`src/rtl/spi_reg_writer.sv`:
```
// SPI mode-0 byte receiver driving a 3-bit address / 5-bit data register write port.
// Ports: clk, rst (sync, active-high); cs_n, sclk, mosi (async pins);
//        write_strobe, address[2:0], data[4:0], busy, frame_err (registered outputs).
module spi_reg_writer #(
    parameter int SYNC_STAGES = 2
) (
    input  logic       clk,
    input  logic       rst,
    input  logic       cs_n,
    input  logic       sclk,
    input  logic       mosi,
    output logic       write_strobe,
    output logic [2:0] address,
    output logic [4:0] data,
    output logic       busy,
    output logic       frame_err
);

    typedef enum logic {
        IDLE,
        SHIFT
    } state_t;

    localparam int SW = $clog2(SYNC_STAGES + 2);
    localparam logic [SW-1:0] SETTLED = SW'(SYNC_STAGES + 1);

    logic [SYNC_STAGES-1:0] cs_sync_q;
    logic [SYNC_STAGES-1:0] sclk_sync_q;
    logic [SYNC_STAGES-1:0] mosi_sync_q;
    logic                   cs_prev_q;
    logic                   sclk_prev_q;
    logic [SW-1:0]          settle_q;

    logic cs_s;
    logic sclk_s;
    logic mosi_s;
    logic armed;
    logic cs_fall;
    logic cs_rise;
    logic sclk_rise;

    state_t     state_q;
    logic [2:0] cnt_q;
    logic [7:0] sr_q;
    logic [7:0] sr_d;
    logic       done_q;
    logic       strobe_q;
    logic [2:0] addr_q;
    logic [4:0] data_q;
    logic       busy_q;
    logic       ferr_q;

    assign cs_s   = cs_sync_q[SYNC_STAGES-1];
    assign sclk_s = sclk_sync_q[SYNC_STAGES-1];
    assign mosi_s = mosi_sync_q[SYNC_STAGES-1];

    // Reset preloads the chains, so a cs_n held low through reset would
    // look like a fall once the pin value arrives. Edges are only trusted
    // after the chain and history have been refilled from the pins.
    assign armed     = (settle_q == SETTLED);
    assign cs_fall   = armed & cs_prev_q & ~cs_s;
    assign cs_rise   = armed & ~cs_prev_q & cs_s;
    assign sclk_rise = armed & ~sclk_prev_q & sclk_s;

    assign sr_d = {sr_q[6:0], mosi_s};

    always_ff @(posedge clk) begin
        if (rst) begin
            cs_sync_q   <= '1;
            sclk_sync_q <= '0;
            mosi_sync_q <= '0;
            cs_prev_q   <= 1'b1;
            sclk_prev_q <= 1'b0;
            settle_q    <= '0;
        end else begin
            cs_sync_q   <= {cs_sync_q[SYNC_STAGES-2:0], cs_n};
            sclk_sync_q <= {sclk_sync_q[SYNC_STAGES-2:0], sclk};
            mosi_sync_q <= {mosi_sync_q[SYNC_STAGES-2:0], mosi};
            cs_prev_q   <= cs_s;
            sclk_prev_q <= sclk_s;
            if (!armed) begin
                settle_q <= settle_q + 1'b1;
            end
        end
    end

    always_ff @(posedge clk) begin
        if (rst) begin
            state_q  <= IDLE;
            cnt_q    <= '0;
            sr_q     <= '0;
            done_q   <= 1'b0;
            strobe_q <= 1'b0;
            addr_q   <= '0;
            data_q   <= '0;
            busy_q   <= 1'b0;
            ferr_q   <= 1'b0;
        end else begin
            strobe_q <= 1'b0;
            ferr_q   <= 1'b0;
            done_q   <= 1'b0;
            // A completed byte is flagged first, then issued one cycle later
            // from the settled shift register.
            if (done_q) begin
                strobe_q <= 1'b1;
                addr_q   <= sr_q[7:5];
                data_q   <= sr_q[4:0];
            end
            unique case (state_q)
                IDLE: begin
                    if (cs_fall) begin
                        state_q <= SHIFT;
                        cnt_q   <= '0;
                        busy_q  <= 1'b1;
                    end
                end
                SHIFT: begin
                    // cs_rise takes priority over a coincident sclk_rise.
                    if (cs_rise) begin
                        state_q <= IDLE;
                        busy_q  <= 1'b0;
                        if (cnt_q != 3'd0) begin
                            ferr_q <= 1'b1;
                        end
                    end else if (sclk_rise) begin
                        sr_q  <= sr_d;
                        cnt_q <= cnt_q + 3'd1;
                        if (cnt_q == 3'd7) begin
                            done_q <= 1'b1;
                        end
                    end
                end
            endcase
        end
    end

    assign write_strobe = strobe_q;
    assign address      = addr_q;
    assign data         = data_q;
    assign busy         = busy_q;
    assign frame_err    = ferr_q;

endmodule

```
`config.mk`:
```
export PLATFORM = sky130hd
export DESIGN_NAME = spi_reg_writer
export DESIGN_NICKNAME = d
export VERILOG_FILES = /design/src/rtl/spi_reg_writer.sv
export SDC_FILE = /design/constraint.sdc
export NUM_CORES = 1
export LEC_CHECK = 0
export ABC_AREA = 1
export BUFFER_PORTS_ARGS = -buffer_cell sky130_fd_sc_hd__buf_2
export CAP_MARGIN = 20
export CORE_ASPECT_RATIO = 0.6
export CORE_MARGIN = 2
export CORE_UTILIZATION = 40
export CTS_CLUSTER_DIAMETER = 80
export DETAILED_ROUTE_END_ITERATION = 8
export GPL_ROUTABILITY_DRIVEN = 0
export GPL_TIMING_DRIVEN = 0
export MAX_ROUTING_LAYER = met4
export PLACE_DENSITY = 0.57
export SKIP_LAST_GASP = 1
export SLEW_MARGIN = 20
export SYNTH_ARGS = -nofsm -noshare
export SYNTH_HDL_FRONTEND = slang
export SYNTH_SLANG_ARGS = --single-unit
export TNS_END_PERCENT = 20
```
`constraint.sdc`:
```
create_clock -name clk -period 2 [get_ports clk]
set_input_delay 0.1 -clock clk [delete_from_list [all_inputs] [get_ports clk]]
set_output_delay 0.1 -clock clk [all_outputs]
set_load 0.02 [all_outputs]
```
Word level (Yosys, flattened, before mapping)
Cells that the tools add are included.

Word-level logic and storage cells: 54. Register bits after elaboration: 34. Output and inout bits: 11. Input bits: 5.

Multiplexer cells: 13. Equality and inequality tests: 6. Reduce and logical (&&, ||, !) cells: 6. Bitwise logic cells: 12. Add/sub/neg operators: 2.

Operator list (count): $mux W3 (3); $ne A2 B2 Y1 const B (4); $mux W1 (7); $and A1 B1 Y1 (6); $not A1 Y1 (6); $pmux W3 S2 (1); $reduce_and A3 Y1 (2); $pmux W1 S2 (2); $reduce_or A4 Y1 (1); $add A3 B1 Y3 const B (1); $eq A3 B3 Y1 const B (1); $reduce_bool A3 Y1 (1); $reduce_or A3 Y1 (1); $add A2 B1 Y2 const B (1); $eq A2 B2 Y1 const B (1); $reduce_and A2 Y1 (1).

Logic depth before layout (Yosys ltp)
Gate-level depths: netlist (run 1).

Word-level depth: 6. Gate-level depth with buffers: 7. Gate-level depth less buffers: 7.

Worst setup path after synthesis (run 1)
OpenSTA, ideal clock, no wires.

Kind: register -> register. Start point: register settle_q[0]. End point: register sr_q[0]. Slack: 677 ps. Arrival: 1192 ps. Setup time: 131 ps. Clock period less this slack: 1323 ps. Data required time: 1869 ps. Stages on the path, launching flop included: 8. Path buffers: 1. Cells stage by stage: dfxtp_1 ha_1 nand2_1 nor2_4 nand2_4 buf_6 nand2_1 a21oi_2.

Word-level cells in the longest chain between the ends: 5. Elaborated cells on any way between the ends: 7. Those cells by class: eq/ne: 1; bitwise: 5; reduce/logical: 1.

RTL lines: from (decl) (line 32) `logic [SW-1:0] settle_q;`; from (signal assigned) (line 82) `settle_q <= settle_q + 1'b1;`; $eq A2 B2 Y1 * (line 60) `assign armed = (settle_q == SETTLED);`; $and A1 B1 Y1 (2 in a row) (line 62) `assign cs_rise = armed & ~cs_prev_q & cs_s;`; $not A1 Y1 (no line); $reduce_and A3 Y1 (no line) *; to (signal assigned) (line 126) `sr_q <= sr_d;`; to (decl) (line 44) `logic [7:0] sr_q;`.

Every way passes the cells marked *; elsewhere a longest branch is shown, timed or not. A chain may end at the register's enable or synchronous reset.

Final worst setup path (run 1)
Start point: register settle_q[0]. End point: register sr_q[6].

Same word-level chain as after synthesis.

==> reports/qor_table.md, run 1 <==
| Group | Parameter | Value |
| --- | --- | --- |
| status | Status | finished, final reports clean |
| flow run | # Max-Cap Violations | 0 |
| timing | Number of setup violations in the final report | 0 |
| clock network | CTS sink count | 34 |
| clock network | Root buf cell | sky130_fd_sc_hd__clkbuf_8 |
| yosys | Cell type with the largest total area after synthesis | sky130_fd_sc_hd__dfxtp_1 |
| detailed routing | Avg WL per Cell | 10.90 um |
| setup path | Reg-to-reg setup timing slack | 0.47 ns |
| yosys | Share of synthesized cell area in and, or, nand and nor gates | 0.2434 |
| detailed routing | Total detailed-routing wirelength | 2290 um |
| yosys | Total nets after synthesis | 153 |
| layout | Total of fill cells in the finished design | 284 |
| timing | Max_slew headroom | 0.6513 |
| setup path | Nature of the critical path startpoint | flip-flop |
| layout | Count of antenna diodes in the layout | 0 |
| detailed routing | Total vias in the final route | 963 |
| timing | Fin Clk Skew | 0.004771 ns |
| yosys | Mapped Cells | 144 |
| power and ir drop | Reported net switching power | 289.8 uW |
| power and ir drop | Seq pwr share | 0.549 |
| setup path | Cell with the largest stage delay on the worst path | sky130_fd_sc_hd__dfxtp_1 |
| floorplanning | Total die area | 3546 um^2 |
| global routing | Antenna violations before repair | 0 |
| power and ir drop | Total power of the final layout | 1.288 mW |
| global routing | Largest net degree at the start of global routing | 11 |
| detailed routing | Post-route DRC | 0 |
| clock network | Clock transition time at the flip-flop clock pins of the worst setup and hold paths | 0.07 ns |
| power and ir drop | Leakage power total | 0.6623 nW |
| clock network | TritonCTS Buffers | 5 |
| floorplanning | Core area | 2890 um^2 |
| power and ir drop | Max IR drop VDD | 0.0004627 V |
| layout | Most used cells in the layout excluding fill and tap cells | 34 x sky130_fd_sc_hd__dfxtp_1, 28 x sky130_fd_sc_hd__nor2_1, 19 x sky130_fd_sc_hd__nand2_1 |
| yosys | Largest family of logic cells by synthesized area | simple AND/OR/NAND/NOR gates |
| timing | Fraction of the cycle the final worst path needs | 0.7626 |
| worst hold path | Hold/Removal Path Class | input pin to flip-flop |
| setup path | Capturing element type of the critical path | flip-flop |
| power and ir drop | Net switching share of the total power | 0.2251 |
| global routing | GRT Util Overall | 0.1485 |
| yosys | Synth top area share | 0.5540 |
| yosys | Post-synthesis average cell area | 8.532 um^2 |
| timing | Worst slew pin tran | 0.5231 ns |
| layout | # nets final | 176 |
| clock network | CTS tree | done |
| floorplanning | Site row count | 15 |
| yosys | Biggest area contributors in the synthesized netlist | sky130_fd_sc_hd__dfxtp_1 55%, sky130_fd_sc_hd__nor2_1 8.6%, sky130_fd_sc_hd__nand2_1 5.8% |
| detailed routing | Via count normalized by instance count | 4.586 |
| layout | Most common library cell in the layout ignoring fill and taps | sky130_fd_sc_hd__dfxtp_1 |
| detailed routing | Number of violations reported at the end of detailed-routing iteration 0 | 33 |
| global routing | First-pass GRT wire length | 3532 um |
| yosys | Summed instance area of the synthesized netlist | 1229 um^2 |
| floorplanning | Effective utilization at floorplan | 0.4251 |
| floorplanning | Chip Width | 75.55 um |
| timing | Min cycle time layout | 1.525 ns |
| floorplanning | Number of top-level pins | 16 |
| power and ir drop | Internal power of the cells | 997.7 uW |
| layout | Area added between synthesis and finish | 18.64% |
| clock network | Number of setup buffers added after CTS | 0 |
| timing | Number of max-slew violations in the final report | 0 |
| layout | Layout cell share with drive strength beyond 1 | 0.1786 |
| power and ir drop | Clock group share of total power | 0.403 |
| power and ir drop | Proportion of power drawn by combinational gates | 0.047 |
| clock network | Maximum level of the CTS H-tree | 2 |
| yosys | Synth Area in Compound Gates | 0.09063 |
| setup path | Delay contributed by the slowest stage of the critical path | 0.36 ns |
| yosys | Share of synthesized area occupied by flip-flops and latches | 0.5540 |
| yosys | Total number of yosys warnings | 0 |
| clock network | Number of hold buffers added after CTS | 1 |
| setup path | CP Launch Point | settle_q[0]$_SDFFE_PP0P_ |
| global routing | Via count of the first global-routing pass | 752 |
| clock network | Deepest clock path buffer count | 2 |
| clock network | Number of resized instances in the post-cts repair step | 0 |
| timing | Peak clock frequency supported by timing | 655.6 MHz |
| yosys | Xor/xnor cell area share of the yosys netlist | 0.007128 |
| setup path | Origin of the critical flop-to-flop path | settle_q[0]$_SDFFE_PP0P_ |
| yosys | Flip-flop and latch count after synthesis | 34 |
| setup path | Ordered list of cells on the worst path | ha_1 -> nand3b_2 -> nand2_4 -> buf_6 -> nand2_1 -> a21oi_1 |
| detailed routing | Iteration count of the initial detailed-routing pass | 4 |
| setup path | Maximum net fanout on the critical path | 10 |
| clock network | Skew-Pair Late Insertion Delay | 0.28 ns |
| timing | Setup repair after global routing missed its margin | no |
| timing | Final number of hold-violating endpoints | 0 |
| detailed routing | Count of nets left with antenna violations after detail routing | 0 |
| yosys | Adder-Cell Fraction of Synth Area | 0.04073 |
| timing | Aggregate negative setup slack | 0 ns |
| setup path | Worst Path Arrival | 1.73 ns |
| place | Detailed Place HPWL | 1610 um |
| power and ir drop | Power density over the cells | 883.3 nW/um^2 |
| worst hold path | HP Start | sclk |
| global routing | Overflow left after global routing | 0 |
| yosys | Cell variety after synth | 21 |
| setup path | Crit path kind | flip-flop to flip-flop |
| floorplanning | Die span in y | 46.93 um |
| setup path | Critical path data required time | 2.21 ns |
| yosys | Multiplexer share of the synthesized area | 0 |
| place | IO buf count | 15 |
flip-flops by register name, indices dropped and copies added (netlist names):
name	count
cs_prev_q	1
cnt_q	3
mosi_sync_q	2
frame_err	1
busy	1
write_strobe	1
settle_q	2
sr_q	8
cs_sync_q	2
state_q	1
sclk_sync_q	2
sclk_prev_q	1
done_q	1
address	3
data	5
cells in the mapped netlist, drive strengths merged:
cell type / instances
clkbuf: 2
or2: 2
nor2: 29
ha: 4
nand2: 20
buf: 2
o21ai: 9
dfxtp: 34
nor3b: 1
clkinv: 1
nand3b: 1
a211oi: 1
xor2: 1
inv: 14
a21oi: 11
nand3: 9
nand4: 3
worst max-delay path, delay by kind of cell (launching register included):
kind / cells / cell delay [ns]
adder cells (fa/ha/maj): 1 / 0.29
AND/OR/NAND/NOR: 3 / 0.52
flip-flops: 1 / 0.36
buffers and inverters: 1 / 0.15
AO/OA/AOI/OAI: 1 / 0.14
per-layer routing:
layer  wire length [um]  global-route usage  up-vias
met4                 21             0.06316        0
li1                   -                   -      507
met5                  0                   -        -
met2                937              0.1791       17
met3                121             0.06438        3
met1               1210              0.2093      436
layout make-up:
type,count,area (um^2),area share
Sequential cell,34,680.7,0.4670
Multi-Input combinational cell,91,469.2,0.3219
Clock buffer,7,86.33,0.05923
Timing Repair Buffer,16,85.08,0.05837
Inverter,15,56.30,0.03863
Tap cell,42,52.55,0.03605
Buffer,4,22.52,0.01545
Clock inverter,1,5.005,0.003433
cell families (layout without fill, tap and decap cells):
family	count (synthesis)	count (layout)
AND/OR/NAND/NOR	65	65
XOR/XNOR	1	1
adder cells (fa/ha/maj)	4	4
flip-flops	34	34
AO/OA/AOI/OAI	21	21
buffers and inverters	19	43
power by group through the flow:
stage	clock (mW)	sequential, mW	combinational (mW)
2_1_floorplan	0	0.721	0.0435
3_3_place_gp	0	0.721	0.0573
3_5_place_dp	0	0.723	0.0606
4_1_cts	0.535	0.707	0.0617
5_1_grt	0.555	0.708	0.0728
6_report	0.519	0.707	0.0607
metrics by stage:
stage / utilization / cell area (um^2) / hold slack (ns) / std cells / setup slack [ns]
2_1_floorplan: - / 1229 / 0.2038 / 144 / 0.6771
3_3_place_gp: 0.4693 / 1356 / 0.2825 / 201 / 0.5130
3_5_place_dp: 0.4693 / 1356 / 0.2871 / 201 / 0.5040
4_1_cts: 0.5043 / 1458 / 0.007366 / 210 / 0.4792
5_1_grt: 0.5043 / 1458 / 0.006854 / 210 / 0.3246
6_report: 0.5043 / 1458 / 0.01631 / 210 / 0.4748
final timing paths:
path | end | depth (start not counted)
min reg2reg | sclk_sync_q[1]$_SDFF_PP0_ | 2
max | sr_q[6]$_SDFFE_PP0P_ | 6
max reg2reg | sr_q[6]$_SDFFE_PP0P_ | 6
min | sclk_sync_q[0]$_SDFF_PP0_ | 3
Power figures use the tool's default switching activity.
==> inputs of run 2 (changes only) <==
--- a/config.mk
+++ b/config.mk
@@ -16,7 +16,7 @@
 export GPL_ROUTABILITY_DRIVEN = 0
 export GPL_TIMING_DRIVEN = 0
 export MAX_ROUTING_LAYER = met4
-export PLACE_DENSITY = 0.57
+export PLACE_DENSITY = 0.59
 export SKIP_LAST_GASP = 1
 export SLEW_MARGIN = 20
 export SYNTH_ARGS = -nofsm -noshare
==> constraint.sdc (replaced) <==
create_clock -name clk -period 1.2 [get_ports clk]
set_input_delay 0.06 -clock clk [delete_from_list [all_inputs] [get_ports clk]]
set_output_delay 0.06 -clock clk [all_outputs]
set_load 0.02 [all_outputs]
==> reports/qor_table.md, run 2 (same netlist as run 1, synthesis figures left out) <==
| Group | Parameter | Value |
| --- | --- | --- |
| flow run | # Max-Cap Violations | 0 |
| power and ir drop | Seq pwr share | 0.532 |
| detailed routing | Avg WL per Cell | 11.88 um |
| layout | Most used cells in the layout excluding fill and tap cells | 32 x sky130_fd_sc_hd__dfxtp_1, 27 x sky130_fd_sc_hd__nor2_1, 15 x sky130_fd_sc_hd__nand2_1, 15 x sky130_fd_sc_hd__buf_2, 14 x sky130_fd_sc_hd__inv_1 |
| clock network | Clock transition time at the flip-flop clock pins of the worst setup and hold paths | 0.07 ns |
| power and ir drop | Power density over the cells | 1353 nW/um^2 |
| layout | Post-layout instance area | 1664 um^2 |
| setup path | Critical path data required time | 1.36 ns |
| layout | Most common library cell in the layout ignoring fill and taps | sky130_fd_sc_hd__dfxtp_1 |
| power and ir drop | Reported net switching power | 537.3 uW |
| layout | Count of antenna diodes in the layout | 0 |
| floorplanning | Site row count | 15 |
| timing | Final setup slack of the worst path | -0.05683 ns |
| detailed routing | Via count normalized by instance count | 4.753 |
| place | Area after DPL | 1376 um^2 |
| timing | Peak clock frequency supported by timing | 795.7 MHz |
| setup path | Reg-to-reg critical path endpoint | sr_q[1]$_SDFFE_PP0P_ |
| setup path | Maximum net fanout on the critical path | 5 |
| layout | Top reg by flops | sr_q |
| clock network | CTS tree | done |
| power and ir drop | Net switching share of the total power | 0.2387 |
| setup path | CP Launch Point | settle_q[1]$_SDFFE_PP0P_ |
| floorplanning | Number of top-level pins | 16 |
| setup path | Reg-to-reg setup timing slack | -0.06 ns |
| floorplanning | Chip Width | 75.55 um |
| global routing | Largest net degree at the start of global routing | 12 |
| detailed routing | Iteration count of the initial detailed-routing pass | 4 |
| setup path | Origin of the critical flop-to-flop path | settle_q[1]$_SDFFE_PP0P_ |
| timing | Fin Clk Skew | 0.003554 ns |
| layout | Flip-flop count of the largest register, all copies and words added | 8 |
| global routing | Antenna violations before repair | 0 |
| floorplanning | Core area | 2890 um^2 |
| setup path | Worst Path Arrival | 1.42 ns |
| power and ir drop | Internal power of the cells | 1.714 mW |
| setup path | Nature of the critical path startpoint | flip-flop |
| floorplanning | Effective utilization at floorplan | 0.4251 |
| global routing | First-pass GRT wire length | 4174 um |
| power and ir drop | Leakage power total | 0.7432 nW |
| detailed routing | Number of violations reported at the end of detailed-routing iteration 0 | 45 |
| timing | Number of setup violations in the final report | 12 |
| layout | Total of fill cells in the finished design | 278 |
| detailed routing | Count of nets left with antenna violations after detail routing | 0 |
| place | Detailed Place HPWL | 1617 um |
| power and ir drop | Proportion of power drawn by combinational gates | 0.073 |
| worst hold path | Worst min-delay path endpoint | cnt_q[1]$_SDFFE_PP0P_ |
| power and ir drop | Max IR drop VDD | 0.0007846 V |
| worst hold path | Hold/Removal Path Class | input pin to flip-flop |
| clock network | Root buf cell | sky130_fd_sc_hd__clkbuf_8 |
| global routing | GRT Util Overall | 0.1777 |
| detailed routing | Total detailed-routing wirelength | 2650 um |
| global routing | Overflow left after global routing | 0 |
| floorplanning | Total die area | 3546 um^2 |
| timing | Min cycle time layout | 1.257 ns |
| timing | Setup repair after global routing missed its margin | yes |
| timing | Final number of hold-violating endpoints | 0 |
| place | IO buf count | 15 |
| clock network | Deepest clock path buffer count | 2 |
| timing | Fraction of the cycle the final worst path needs | 1.047 |
| timing | Max_slew headroom | 0.6451 |
| global routing | Via count of the first global-routing pass | 915 |
| setup path | Crit path kind | flip-flop to flip-flop |
| power and ir drop | Clock group share of total power | 0.395 |
| timing | Final worst hold slack | 0.08226 ns |
| setup path | Capturing element type of the critical path | flip-flop |
| clock network | CTS sink count | 34 |
| timing | Number of max-slew violations in the final report | 0 |
| floorplanning | Die span in y | 46.93 um |
| status | Status | finished, violations left |
| detailed routing | Total vias in the final route | 1060 |
| detailed routing | Post-route DRC | 0 |
| worst hold path | Count of cells along the worst hold path | 4 |
| clock network | Skew-Pair Late Insertion Delay | 0.29 ns |
| clock network | Maximum level of the CTS H-tree | 2 |
| layout | Area added between synthesis and finish | 35.44% |
| worst hold path | HP Start | rst |
| setup path | Depth of the worst register-to-register path | 7 |
| layout | Layout cell share with drive strength beyond 1 | 0.2983 |
| status | Violated checks | setup timing |
| timing | Worst slew pin tran | 0.5324 ns |
| layout | # nets final | 189 |
| clock network | TritonCTS Buffers | 5 |
[run 2: cell count changes in the layout (fill, tap and decap cells not counted), moves of 2 or more]
cell,delta
sky130_fd_sc_hd__nand2_2,+3
sky130_fd_sc_hd__dfxtp_1,-2
sky130_fd_sc_hd__buf_6,+2
sky130_fd_sc_hd__dlygate4sd3_1,+2
sky130_fd_sc_hd__nand2_1,-4
sky130_fd_sc_hd__a21oi_2,+3
sky130_fd_sc_hd__buf_4,+7
sky130_fd_sc_hd__a21oi_1,-3
[run 2: layer usage]
layer / global-route usage / routed length, um
met1: 0.2235 / 1304
met2: 0.2452 / 1146
met3: 0.05794 / 146
met4: 0.1158 / 52
met5: - / 0
[run 2: power by group through the flow]
stage	sequential (mW)	clock [mW]	combinational, mW
5_1_grt	1.20	0.960	0.186
3_5_place_dp	1.22	0	0.112
3_3_place_gp	1.22	0	0.107
6_report	1.20	0.890	0.164
4_1_cts	1.19	0.904	0.147
2_1_floorplan	1.22	0	0.0830
[run 2: worst max-delay path by stage]
stage                     cells past startpoint  slack (ns)                   end
after CTS                                     7       -0.03  sr_q[4]$_SDFFE_PP0P_
final                                         7       -0.06  sr_q[1]$_SDFFE_PP0P_
after floorplan                               7       0.004  sr_q[3]$_SDFFE_PP0P_
after global placement                        7       -0.12  sr_q[7]$_SDFFE_PP0P_
after detailed placement                      6       -0.17  sr_q[6]$_SDFFE_PP0P_
after global routing                          7       -0.12  sr_q[1]$_SDFFE_PP0P_
[run 2: layout make-up]
type | instances | area, um^2 | area share
flip-flops and latches | 34 | 685.7 | 0.4120
well taps | 42 | 52.55 | 0.03158
inverters | 15 | 56.30 | 0.03383
multi-input cells | 91 | 529.3 | 0.3180
clock inverters | 2 | 12.51 | 0.007519
clock buffers | 6 | 82.58 | 0.04962
repair buffers | 29 | 219.0 | 0.1316
plain buffers | 4 | 26.28 | 0.01579
[run 2: critical path, stage by stage, from the launching register on]
cell                       delay, ns
sky130_fd_sc_hd__dfxtp_4        0.36
sky130_fd_sc_hd__ha_4           0.17
sky130_fd_sc_hd__buf_4          0.14
sky130_fd_sc_hd__nand3b_4       0.08
sky130_fd_sc_hd__nand2_4        0.09
sky130_fd_sc_hd__buf_8          0.15
sky130_fd_sc_hd__nand2_1        0.08
sky130_fd_sc_hd__a21oi_2        0.06
[run 2: stage by stage]
step	cells	setup WS, ns	TNS (ns)	util	power, mW
after floorplan	144	0.003754	0	-	1.298
after global placement	201	-0.1192	-1.097	0.4762	1.323
after detailed placement	201	-0.1669	-1.421	0.4762	1.332
after CTS	221	-0.03096	-0.2753	0.5675	2.243
after global routing	223	-0.1182	-1.520	0.5758	2.347
final	223	-0.05683	-0.4045	0.5758	2.251
[run 2: what timing repair did]
item                                   in CTS  in global routing
setup buffers                               8                  2
hold buffers                                3                  0
gates resized for setup                    13                  3
pin swaps                                   5                  5
setup endpoints to repair                  12                 19
gates cloned                                1                  0
endpoints found under the hold margin       3                  0
==> inputs of run 3 (changes only) <==
--- a/config.mk
+++ b/config.mk
@@ -14,7 +14,6 @@
 export CTS_CLUSTER_DIAMETER = 80
 export DETAILED_ROUTE_END_ITERATION = 8
 export GPL_ROUTABILITY_DRIVEN = 0
-export GPL_TIMING_DRIVEN = 0
 export MAX_ROUTING_LAYER = met4
 export PLACE_DENSITY = 0.59
 export SKIP_LAST_GASP = 1
==> constraint.sdc (replaced) <==
create_clock -name clk -period 1.15 [get_ports clk]
set_input_delay 0.0575 -clock clk [delete_from_list [all_inputs] [get_ports clk]]
set_output_delay 0.0575 -clock clk [all_outputs]
set_load 0.02 [all_outputs]
==> reports/qor_table.md, run 3 (same netlist as run 1, synthesis figures left out) <==
| Group | Parameter | Value |
| --- | --- | --- |
| detailed routing | Number of violations reported at the end of detailed-routing iteration 0 | 65 |
| timing | Setup repair after global routing missed its margin | yes |
| layout | Area added between synthesis and finish | 27.39% |
| power and ir drop | Clock group share of total power | 0.393 |
| flow run | # Max-Cap Violations | 0 |
| layout | Count of antenna diodes in the layout | 0 |
| timing | Number of setup violations in the final report | 12 |
| clock network | CTS tree | done |
| layout | Post-layout instance area | 1565 um^2 |
| setup path | Worst Path Arrival | 1.42 ns |
| power and ir drop | Reported net switching power | 512.6 uW |
| global routing | First-pass GRT wire length | 4043 um |
| place | Detailed Place HPWL | 1669 um |
| layout | # nets final | 182 |
| detailed routing | Post-route DRC | 0 |
| global routing | Via count of the first global-routing pass | 837 |
| clock network | CTS sink count | 34 |
| setup path | Delay contributed by the slowest stage of the critical path | 0.36 ns |
| setup path | Critical path data required time | 1.38 ns |
| setup path | Nature of the critical path startpoint | flip-flop |
| status | Violated checks | setup timing |
| place | Area after DPL | 1399 um^2 |
| global routing | Antenna violations before repair | 0 |
| setup path | Maximum net fanout on the critical path | 7 |
| timing | Final number of hold-violating endpoints | 0 |
| detailed routing | Total vias in the final route | 1003 |
| status | Status | finished, violations left |
| detailed routing | Avg WL per Cell | 11.56 um |
| worst hold path | Hold/Removal Path Class | input pin to flip-flop |
| setup path | Capturing element type of the critical path | flip-flop |
| power and ir drop | Internal power of the cells | 1.766 mW |
| global routing | GRT Util Overall | 0.1678 |
| clock network | Root buf cell | sky130_fd_sc_hd__clkbuf_8 |
| floorplanning | Chip Width | 75.55 um |
| clock network | Clock transition time at the flip-flop clock pins of the worst setup and hold paths | 0.07 ns |
| power and ir drop | Power density over the cells | 1456 nW/um^2 |
| floorplanning | Total die area | 3546 um^2 |
| timing | Fraction of the cycle the final worst path needs | 1.036 |
| floorplanning | Site row count | 15 |
| layout | Most common library cell in the layout ignoring fill and taps | sky130_fd_sc_hd__dfxtp_1 |
| clock network | Deepest clock path buffer count | 2 |
| clock network | Skew-Pair Late Insertion Delay | 0.29 ns |
| timing | Aggregate negative setup slack | -0.3335 ns |
| timing | Min cycle time layout | 1.191 ns |
| floorplanning | Effective utilization at floorplan | 0.4251 |
| power and ir drop | Max IR drop VDD | 0.001053 V |
| clock network | Maximum level of the CTS H-tree | 2 |
| power and ir drop | Leakage power total | 0.7016 nW |
| detailed routing | Via count normalized by instance count | 4.644 |
| layout | Flip-flop count of the largest register, all copies and words added | 8 |
| layout | Most used cells in the layout excluding fill and tap cells | 32 x sky130_fd_sc_hd__dfxtp_1, 27 x sky130_fd_sc_hd__nor2_1, 17 x sky130_fd_sc_hd__nand2_1 |
| clock network | TritonCTS Buffers | 5 |
| power and ir drop | Net switching share of the total power | 0.2249 |
| global routing | Overflow left after global routing | 0 |
| power and ir drop | Seq pwr share | 0.547 |
| layout | Top reg by flops | sr_q |
| detailed routing | Count of nets left with antenna violations after detail routing | 0 |
| layout | Layout cell share with drive strength beyond 1 | 0.2586 |
| floorplanning | Number of top-level pins | 16 |
| place | IO buf count | 15 |
| timing | Worst slew pin tran | 0.3911 ns |
| timing | Peak clock frequency supported by timing | 839.3 MHz |
| timing | Fin Clk Skew | 0.007242 ns |
| setup path | Cell with the largest stage delay on the worst path | sky130_fd_sc_hd__dfxtp_4 |
| power and ir drop | Proportion of power drawn by combinational gates | 0.060 |
| detailed routing | Iteration count of the initial detailed-routing pass | 4 |
| detailed routing | Total detailed-routing wirelength | 2496 um |
| setup path | Ordered list of cells on the worst path | ha_4 -> nand2_4 -> nor2_4 -> nand2_4 -> nand2_1 -> nand2_1 -> nor2_1 |
| setup path | Crit path kind | flip-flop to flip-flop |
| global routing | Largest net degree at the start of global routing | 15 |
| timing | Number of max-slew violations in the final report | 0 |
| timing | Final setup slack of the worst path | -0.04142 ns |
| floorplanning | Die span in y | 46.93 um |
| timing | Max_slew headroom | 0.7390 |
| floorplanning | Core area | 2890 um^2 |
## run 3: cell type report
type / instances / area (um^2)
clock buffer: 7 / 86.33
clock inverter: 1 / 5.005
fill: 270 / 1325
inverter: 15 / 56.30
multi-input combinational: 92 / 514.2
sequential: 34 / 685.7
tap: 42 / 52.55
timing repair buffer: 25 / 165.2
## run 3: worst max-delay path, delay by kind of cell, from the launching register on
kind,cells,cell delay [ns]
AND/OR/NAND/NOR,6,0.59
flip-flops,1,0.36
adder cells (fa/ha/maj),1,0.17
## run 3: path summary, 6_finish.rpt
kind | from | slack [ns] | to | depth (start not counted)
worst max register to register | settle_q[0]$_SDFFE_PP0P_ | -0.04 | cnt_q[0]$_SDFFE_PP0P_ | 7
worst max-delay path | settle_q[0]$_SDFFE_PP0P_ | -0.04 | cnt_q[0]$_SDFFE_PP0P_ | 7
worst min register to register | sclk_sync_q[0]$_SDFF_PP0_ | 0.41 | sclk_sync_q[1]$_SDFF_PP0_ | 2
worst min-delay path | rst | 0.09 | sr_q[4]$_SDFFE_PP0P_ | 2
## run 3: timing repair
action	CTS	global route
resized for setup	7	1
cloned	1	0
endpoints found under the hold margin	3	0
hold buffers	3	0
setup buffers	1	0
pin swaps	8	0
endpoints found under the setup margin	11	14
## run 3: metrics by stage
step                        util  instances  worst slack, ns  hold WS (ns)  power, mW
after floorplan                -        144         -0.04625        0.1613      1.355
after global placement    0.4840        203        -0.006660        0.2433      1.381
after detailed placement  0.4840        203         -0.04259        0.2421      1.390
after CTS                 0.5398        216         -0.03029       0.06761      2.303
after global routing      0.5416        216          -0.1292       0.09595      2.387
final                     0.5416        216         -0.04142       0.08929      2.279
## run 3: power by group through the flow
| stage | logic [mW] | clock network (mW) | registers [mW] |
|---|---|---|---|
| after global placement | 0.112 | 0 | 1.27 |
| after detailed placement | 0.117 | 0 | 1.27 |
| after CTS | 0.138 | 0.917 | 1.25 |
| final | 0.137 | 0.895 | 1.25 |
| after global routing | 0.159 | 0.977 | 1.25 |
| after floorplan | 0.0866 | 0 | 1.27 |
## run 3: routing by layer
metal,GRT usage,part of all wire,up-vias
met5,-,0,-
met1,0.2184,0.51,458
met2,0.2243,0.41,24
li1,-,-,516
met3,0.06652,0.060,5
met4,0.08421,0.016,0
